## src/rtl/inst_fetch.sv

```systemverilog
// Instruction fetch stage: issues word requests to instruction memory and
// presents one instruction per cycle to decode, with redirect and stall
// handling through a one-entry hold buffer.
module inst_fetch #(
    parameter logic [31:0] RESET_PC = 32'h0000_0000,
    parameter logic [31:0] NOP_INST = 32'h0000_0013
) (
    input  logic        clk,
    input  logic        rst,
    input  logic        stall_i,
    input  logic        branch_i,
    input  logic [31:0] branch_addr_i,
    output logic        mem_req_o,
    output logic [31:0] mem_addr_o,
    input  logic        mem_ack_i,
    input  logic [31:0] mem_rdata_i,
    output logic [31:0] pc_o,
    output logic [31:0] inst_o,
    output logic        inst_valid_o,
    output logic        stallreq_o
);

    localparam int unsigned XLEN    = 32;
    localparam logic [31:0] ALIGN_M = ~32'h0000_0003;
    localparam logic [31:0] PC_STEP = 32'h0000_0004;
    localparam logic [31:0] RST_PC  = RESET_PC & ALIGN_M;

    typedef enum logic [1:0] {
        FETCH   = 2'd0,
        DISCARD = 2'd1,
        HOLD    = 2'd2
    } state_e;

    state_e            state_q,    state_d;
    logic [XLEN-1:0]   pc_q,       pc_d;
    logic [XLEN-1:0]   req_addr_q, req_addr_d;
    logic [XLEN-1:0]   buf_inst_q, buf_inst_d;
    logic [XLEN-1:0]   buf_pc_q,   buf_pc_d;
    logic [XLEN-1:0]   pc_out_q,   pc_out_d;
    logic [XLEN-1:0]   inst_q,     inst_d;
    logic              valid_q,    valid_d;

    logic [XLEN-1:0]   branch_tgt;
    logic              take_branch;

    // Redirects are only honoured when the IF/ID boundary is not stalled
    assign branch_tgt  = branch_addr_i & ALIGN_M;
    assign take_branch = branch_i & ~stall_i;

    // Next-state, next-PC and IF/ID output computation
    always_comb begin
        state_d    = state_q;
        pc_d       = pc_q;
        req_addr_d = req_addr_q;
        buf_inst_d = buf_inst_q;
        buf_pc_d   = buf_pc_q;
        pc_out_d   = pc_out_q;
        inst_d     = inst_q;
        valid_d    = valid_q;

        unique case (state_q)
            FETCH: begin
                if (mem_ack_i) begin
                    if (take_branch) begin
                        // Returned word is on the wrong path
                        pc_d       = branch_tgt;
                        req_addr_d = branch_tgt;
                        inst_d     = NOP_INST;
                        valid_d    = 1'b0;
                    end else if (stall_i) begin
                        // Park the word until decode can accept it
                        buf_inst_d = mem_rdata_i;
                        buf_pc_d   = req_addr_q;
                        state_d    = HOLD;
                    end else begin
                        pc_out_d   = req_addr_q;
                        inst_d     = mem_rdata_i;
                        valid_d    = 1'b1;
                        pc_d       = req_addr_q + PC_STEP;
                        req_addr_d = req_addr_q + PC_STEP;
                    end
                end else if (take_branch) begin
                    // Request in flight cannot be withdrawn; drain it first
                    pc_d    = branch_tgt;
                    state_d = DISCARD;
                    inst_d  = NOP_INST;
                    valid_d = 1'b0;
                end else if (!stall_i) begin
                    inst_d  = NOP_INST;
                    valid_d = 1'b0;
                end
            end

            DISCARD: begin
                if (take_branch) begin
                    pc_d = branch_tgt;
                end
                if (!stall_i) begin
                    inst_d  = NOP_INST;
                    valid_d = 1'b0;
                end
                if (mem_ack_i) begin
                    req_addr_d = take_branch ? branch_tgt : pc_q;
                    state_d    = FETCH;
                end
            end

            HOLD: begin
                if (!stall_i) begin
                    state_d = FETCH;
                    if (take_branch) begin
                        pc_d       = branch_tgt;
                        req_addr_d = branch_tgt;
                        inst_d     = NOP_INST;
                        valid_d    = 1'b0;
                    end else begin
                        pc_out_d   = buf_pc_q;
                        inst_d     = buf_inst_q;
                        valid_d    = 1'b1;
                        pc_d       = buf_pc_q + PC_STEP;
                        req_addr_d = buf_pc_q + PC_STEP;
                    end
                end
            end

            default: begin
                state_d = FETCH;
            end
        endcase
    end

    // State and datapath registers with synchronous reset
    always_ff @(posedge clk) begin
        if (rst) begin
            state_q    <= FETCH;
            pc_q       <= RST_PC;
            req_addr_q <= RST_PC;
            buf_inst_q <= '0;
            buf_pc_q   <= '0;
            pc_out_q   <= '0;
            inst_q     <= NOP_INST;
            valid_q    <= 1'b0;
        end else begin
            state_q    <= state_d;
            pc_q       <= pc_d;
            req_addr_q <= req_addr_d;
            buf_inst_q <= buf_inst_d;
            buf_pc_q   <= buf_pc_d;
            pc_out_q   <= pc_out_d;
            inst_q     <= inst_d;
            valid_q    <= valid_d;
        end
    end

    // Outputs are forced to their idle values for as long as rst is held
    assign mem_req_o    = ~rst & ((state_q == FETCH) | (state_q == DISCARD));
    assign mem_addr_o   = rst ? '0 : req_addr_q;
    assign pc_o         = rst ? '0 : pc_out_q;
    assign inst_o       = rst ? NOP_INST : inst_q;
    assign inst_valid_o = ~rst & valid_q;
    assign stallreq_o   = ~rst & (((state_q == FETCH) & ~mem_ack_i) | (state_q == DISCARD));

endmodule

```

## config.mk

```make
export PLATFORM = sky130hd
export DESIGN_NAME = inst_fetch
export DESIGN_NICKNAME = d
export VERILOG_FILES = /design/src/rtl/inst_fetch.sv
export SDC_FILE = /design/constraint.sdc
export NUM_CORES = 1
export LEC_CHECK = 0
export ABC_AREA = 1
export BUFFER_PORTS_ARGS = -buffer_cell sky130_fd_sc_hd__buf_2
export CAP_MARGIN = 10
export CORE_ASPECT_RATIO = 1.5
export CORE_MARGIN = 2
export CORE_UTILIZATION = 53
export CTS_BUF_LIST = sky130_fd_sc_hd__clkbuf_2
export CTS_CLUSTER_SIZE = 16
export DETAILED_ROUTE_END_ITERATION = 10
export PLACE_DENSITY = 0.81
export SLEW_MARGIN = 20
export SYNTH_ARGS = -nofsm -noshare
export SYNTH_HDL_FRONTEND = slang
export SYNTH_SLANG_ARGS = --single-unit
```

## constraint.sdc

```tcl
create_clock -name clk -period 2.3 [get_ports clk]
set_input_delay 0.115 -clock clk [delete_from_list [all_inputs] [get_ports clk]]
set_output_delay 0.115 -clock clk [all_outputs]
set_load 0.05 [all_outputs]
```

==> Yosys cells after proc, flatten, opt, wreduce, memory -nomap -nowiden <==
Cells that the tools add are included.
{ "totals": {"reg_bits": 195, "out_inout_bits": 99, "elab_cells": 84} }
{ "classes": {"n_addsub": 2, "eq_ne": 13, "bitwise_logic": 11, "muxes": 42, "reduce_logical": 8} }
{ "ops": {"columns": ["cell", "n"], "rows": [
  ["$mux 32", 23],
  ["$pmux 32 s3", 3],
  ["$add 32x3->32 const B", 2],
  ["$pmux 32 s2", 1],
  ["$mux 2", 6],
  ["$ne 2x2->1 const B", 6],
  ["$ne 3x3->1 const B", 4],
  ["$reduce_and 5->1", 2],
  ["$mux 1", 7],
  ["$pmux 2 s3", 1],
  ["$reduce_and 6->1", 1],
  ["$and 1x1->1", 5],
  ["$ne 4x4->1 const B", 1],
  ["$not 1->1", 4],
  ["$reduce_and 4->1", 1],
  ["$pmux 1 s3", 1],
  ["$reduce_and 3->1", 1],
  ["$reduce_bool 3->1", 1],
  ["$eq 2x1->1 const B", 1],
  ["$eq 2x2->1 const B", 1],
  ["$logic_not 2->1", 1],
  ["$or 1x1->1", 2],
  ["$reduce_bool 2->1", 1]
]} }

==> Depth between registers and ports, before layout <==
{ "depth": {"depth_word": 5, "depth_mapped": 13} }

==> Worst setup path after synthesis <==
OpenSTA, ideal clock, no wires.
{ "synth_timing": {"kind": "reg-to-reg", "from": "reg state_q[0]", "to": "reg inst_q[21]", "t_required_ps": 2171, "stages_incl_launch_ff": 12, "n_path_buf": 3, "slack_ps": 459, "arrival_time_ps": 1712, "cell_sequence": "dfxtp_1 inv_1 ha_1 buf_2 nand2_1 inv_2 nor3_4 inv_2 a21oi_2 buf_4 buf_4 o31ai_1"} }
{ "synth_via": {"elab_chain_len": 3} }
{ "synth_rtl": {"columns": ["item", "line", "source"], "rows": [
  ["start: declaration", "34", "state_e state_q, state_d;"],
  ["start signal: assignment", "144", "state_q <= state_d;"],
  ["$logic_not 2->1, or another cell as far along", "61", "unique case (state_q)"],
  ["$ne 4x4->1 (no line), or another cell as far along", null, null],
  ["$reduce_and 3->1 (no line)", null, null],
  ["end signal: assignment", "150", "inst_q <= inst_d;"],
  ["end: declaration", "40", "logic [XLEN-1:0] inst_q, inst_d;"]
]} }
Parallel ways exist; a longest one is shown, timed or not.
A chain may end at the register's enable or synchronous reset.

==> Worst setup path after layout <==
{ "layout_timing": {"from": "reg buf_pc_q[2]", "to": "reg req_addr_q[13]"} }
{ "layout_via": {"elab_chain_len": 4} }
{ "layout_rtl": {"columns": ["item", "line", "source"], "rows": [
  ["start: declaration", "38", "logic [XLEN-1:0] buf_pc_q, buf_pc_d;"],
  ["start signal: assignment", "148", "buf_pc_q <= buf_pc_d;"],
  ["$add 32x3->32", "121", "req_addr_d = buf_pc_q + PC_STEP;"],
  ["$mux 32", "111", "if (take_branch) begin"],
  ["$mux 32", "109", "if (!stall_i) begin"],
  ["$pmux 32 s3", "61", null],
  ["end signal: assignment", "146", "req_addr_q <= req_addr_d;"],
  ["end: declaration", "36", "logic [XLEN-1:0] req_addr_q, req_addr_d;"]
]} }
No other way between the ends. The select of a mux whose other input is x is not followed.

==> reports/qor.txt <==
core area = 0.0211 mm²
M1 wire length = 14.6 mm
#FFs+latches synth = 195
Die Ht = 183 µm
slowest cell delay on critical path = 0.54 ns
sequential fraction of the synthesis area = 0.344
Logic pwr share = 0.519
slew margin rel. = 0.586
WL met3 = 2.98 mm
RSZ-0062 raised after global routing = yes
status = completed
reg2reg start = buf_pc_q[2]
vias = 13453
Port Buf Inserts = 165
reg2reg setup slack = 0.05 ns
Post-Syn Area = 0.0114 mm²
Hold Path Stages = 4
min Tclk post-route = 2.25 ns
Synth Warn # = 0
Worst Hold Path EP = buf_inst_q[15]
CP most frequent cell = o21ai_0
ranking of synthesized cells by area = dfxtp_1 34%, nand2_1 16%, o21ai_0 11%
placed cell count = 2220
Async S/R FF share, synth = 0
Antenna Nets Post-Route = 0
Tot Pwr = 0.0147 W
Routed WL = 41.4 mm
CTS sink cnt = 195
CTS Buf Count = 17
class of the most critical setup path = reg -> reg
number of global-route vias before repair = 12708
Placed Instance Area = 0.0125 mm²
Critical Path Start Type = flop
all-layer global routing usage = 0.364
Nets = 2124
CP bufs+invs = 0
CTS tree = built
cell family with most CP delay = compound AO/OA/AOI/OAI gates
layout overhead on the synthesized area = 19.7%
first-pass GRT wire length = 63.9 mm
leakage power = 5.83 nW
layout cell share with drive strength beyond 1 = 0.137
switching share of power = 0.515
final max-slew violation count = 0
worst reg2reg path depth = 8
Via density = 5.77
io pins = 168
final count of hold timing violations = 0
Synthesized Nets = 1933
Worst R2R End = req_addr_q[13]
routability cong. = 1.06
final non-filler cell total = 2333
Clock Power Share = 0.127
post-synth top area share = 0.344
Tightest Pin Transition = 0.616 ns
crit path max fanout = 6
remaining global-route overflow = 0
WP data arrival = 3.04 ns
met2 wire len = 20.0 mm
maximum clock path buffer count = 2
Detailed Routing Iterations Pass 1 = 6
initial detailed-routing violation count = 1191
WL/cell = 17.7 µm
Max-cap violations = 0
clock slew at reported path FFs = 0.32 ns
Power Internal = 0.00713 W
Most used DFF post-synth = dfxtp_1
crit share post-route = 0.977
VDD IR max = 653 µV
die area = 0.0226 mm²
post-synth cell types = 40
insertion delay to the later sink of the worst-skew pair = 0.88 ns
PD cells = 1080 mW/mm²
mean post-synth cell area = 6.11 µm²
most common cell in the netlist = nand2_1
Initial Util = 0.539
HP Start = mem_rdata_i[15]
row count = 65
cell chain of the critical path = nand3_1 -> nor2_2 -> nand2_2 -> o21ai_0 -> nand2_1 -> o21ai_0 -> nor2_1 -> a21oi_1
switching power = 0.00757 W
Setup TNS = 0 ns
Gate Count Post-Synth = 1858
Die Wd = 124 µm
cell accounting for the most synthesized area = dfxtp_1
Post-synth EDFFs = 0
CTS Root Buffer Type = clkbuf_2
highest clock rate = 0.445 GHz
final hold slack = 0.0578 ns
largest net degree at the start of global routing = 74
Top Layer Used = met4
crit path capture type = flop
initial antenna violation count = 2
DR DRC count = 0
Post-synth top cells = 479 x nand2_1, 255 x o21ai_0, 237 x nor2_1, 195 x dfxtp_1, 184 x inv_1
setup violators final = 0
fin area = 0.0136 mm²
Hold Crit Class = in -> reg
detailed placer's ending HPWL = 28.5 mm
H-tree depth = 4
Fillers = 1970
Worst EP required = 3.10 ns
CP max stage cell = dfxtp_1
sequential share of power = 0.354
Worst Skew = 0.0419 ns
==> final cells by class <==
class                           instances  area, µm²  area share
Multi-Input combinational cell       1359       6290       0.462
Sequential cell                       195       3910       0.288
Timing Repair Buffer                  286       2080       0.153
Inverter                              190        714      0.0525
Tap cell                              268        335      0.0247
Clock inverter                         14        171      0.0126
Clock buffer                           18       90.1     0.00662
Antenna cell                            3       7.51    0.000552
==> power by group through the flow <==
stage / registers, W / logic, W / clock network (W)
finish: 0.00520 / 0.00763 / 0.00187
CTS: 0.00515 / 0.00743 / 0.00187
global placement: 0.00521 / 0.00705 / 0
detailed placement: 0.00523 / 0.00722 / 0
global route: 0.00527 / 0.00831 / 0.00199
floorplan: 0.00484 / 0.00515 / 0
==> per-stage QoR <==
stage	setup WS, ns	utilization
6_report	0.0536	0.646
5_1_grt	-0.0153	0.646
4_1_cts	0.0229	0.645
3_5_place_dp	0.0955	0.594
3_3_place_gp	0.202	0.594
2_1_floorplan	0.459	-
==> placed cells by master (no fill, tap or decap), types with 4 or more instances in the layout <==
| cell | instances |
|---|---|
| xor2_1 | 9 |
| a31oi_1 | 38 |
| dfxtp_1 | 192 |
| o21ai_0 | 254 |
| nand3_1 | 89 |
| inv_6 | 4 |
| nor2_1 | 233 |
| o211ai_1 | 5 |
| inv_1 | 181 |
| a21oi_1 | 154 |
| or2_2 | 5 |
| nand2_1 | 478 |
| nor2_2 | 13 |
| clkbuf_2 | 18 |
| buf_2 | 162 |
| buf_4 | 36 |
| o21ai_1 | 5 |
| dlygate4sd3_1 | 75 |
| buf_12 | 12 |
| inv_2 | 7 |
| nor3_1 | 8 |
| ha_1 | 4 |
| o31ai_1 | 30 |
==> worst max path at each step <==
stage                start        endpoint  slack, ns  cells after the start
6_report       buf_pc_q[2]  req_addr_q[13]       0.05                      8
5_1_grt         state_q[0]       mem_req_o      -0.02                      6
4_1_cts         state_q[0]      stallreq_o       0.02                      7
3_5_place_dp    state_q[0]  req_addr_q[17]        0.1                     10
3_3_place_gp    state_q[0]  req_addr_q[17]       0.20                     10
2_1_floorplan   state_q[0]      inst_q[21]       0.46                     11
==> worst reg2reg max path, stage by stage, from the launching register on <==
cell,delay [ns]
dfxtp_1,0.54
nand3_1,0.19
nor2_2,0.24
nand2_2,0.15
o21ai_0,0.50
nand2_1,0.13
o21ai_0,0.25
nor2_1,0.06
a21oi_1,0.12
==> kinds of logic (layout without fill, tap and decap cells) <==
family                     count (synthesis)  after routing  share of synthesized area
AOI/OAI and AO/OA                        506            506                      0.240
other                                      0              3                          0
xor gates and xnor gates                  12             12                    0.00925
and+or+nand+nor                          835            835                      0.293
buffers and inverters                    304            508                      0.107
adders and majority gates                  6              6                    0.00661
DFF                                      195            195                      0.344
==> what timing repair did <==
| action | in CTS | in global routing |
|---|---|---|
| gates cloned | 0 | 0 |
| gates resized for setup | 11 | 5 |
| endpoints found under the hold margin | 133 | 0 |
| setup endpoints to repair | 2 | 6 |
| pin swaps | 1 | 1 |
| hold buffers | 75 | 0 |
| setup buffers | 3 | 0 |
==> flip-flops by register name (all words and copies together), names as in the netlist <==
| register | count |
|---|---|
| buf_inst_q | 32 |
| buf_pc_q | 32 |
| inst_q | 32 |
| pc_out_q | 32 |
| pc_q | 32 |
| req_addr_q | 32 |
| state_q | 2 |
| valid_q | 1 |
==> per-layer routing <==
metal	vias up	GRT usage
met3	194	0.0519
met2	736	0.632
met1	6102	0.378
met4	0	0.300
met5	-	0
li1	6421	-
Power figures use the tool's default switching activity.
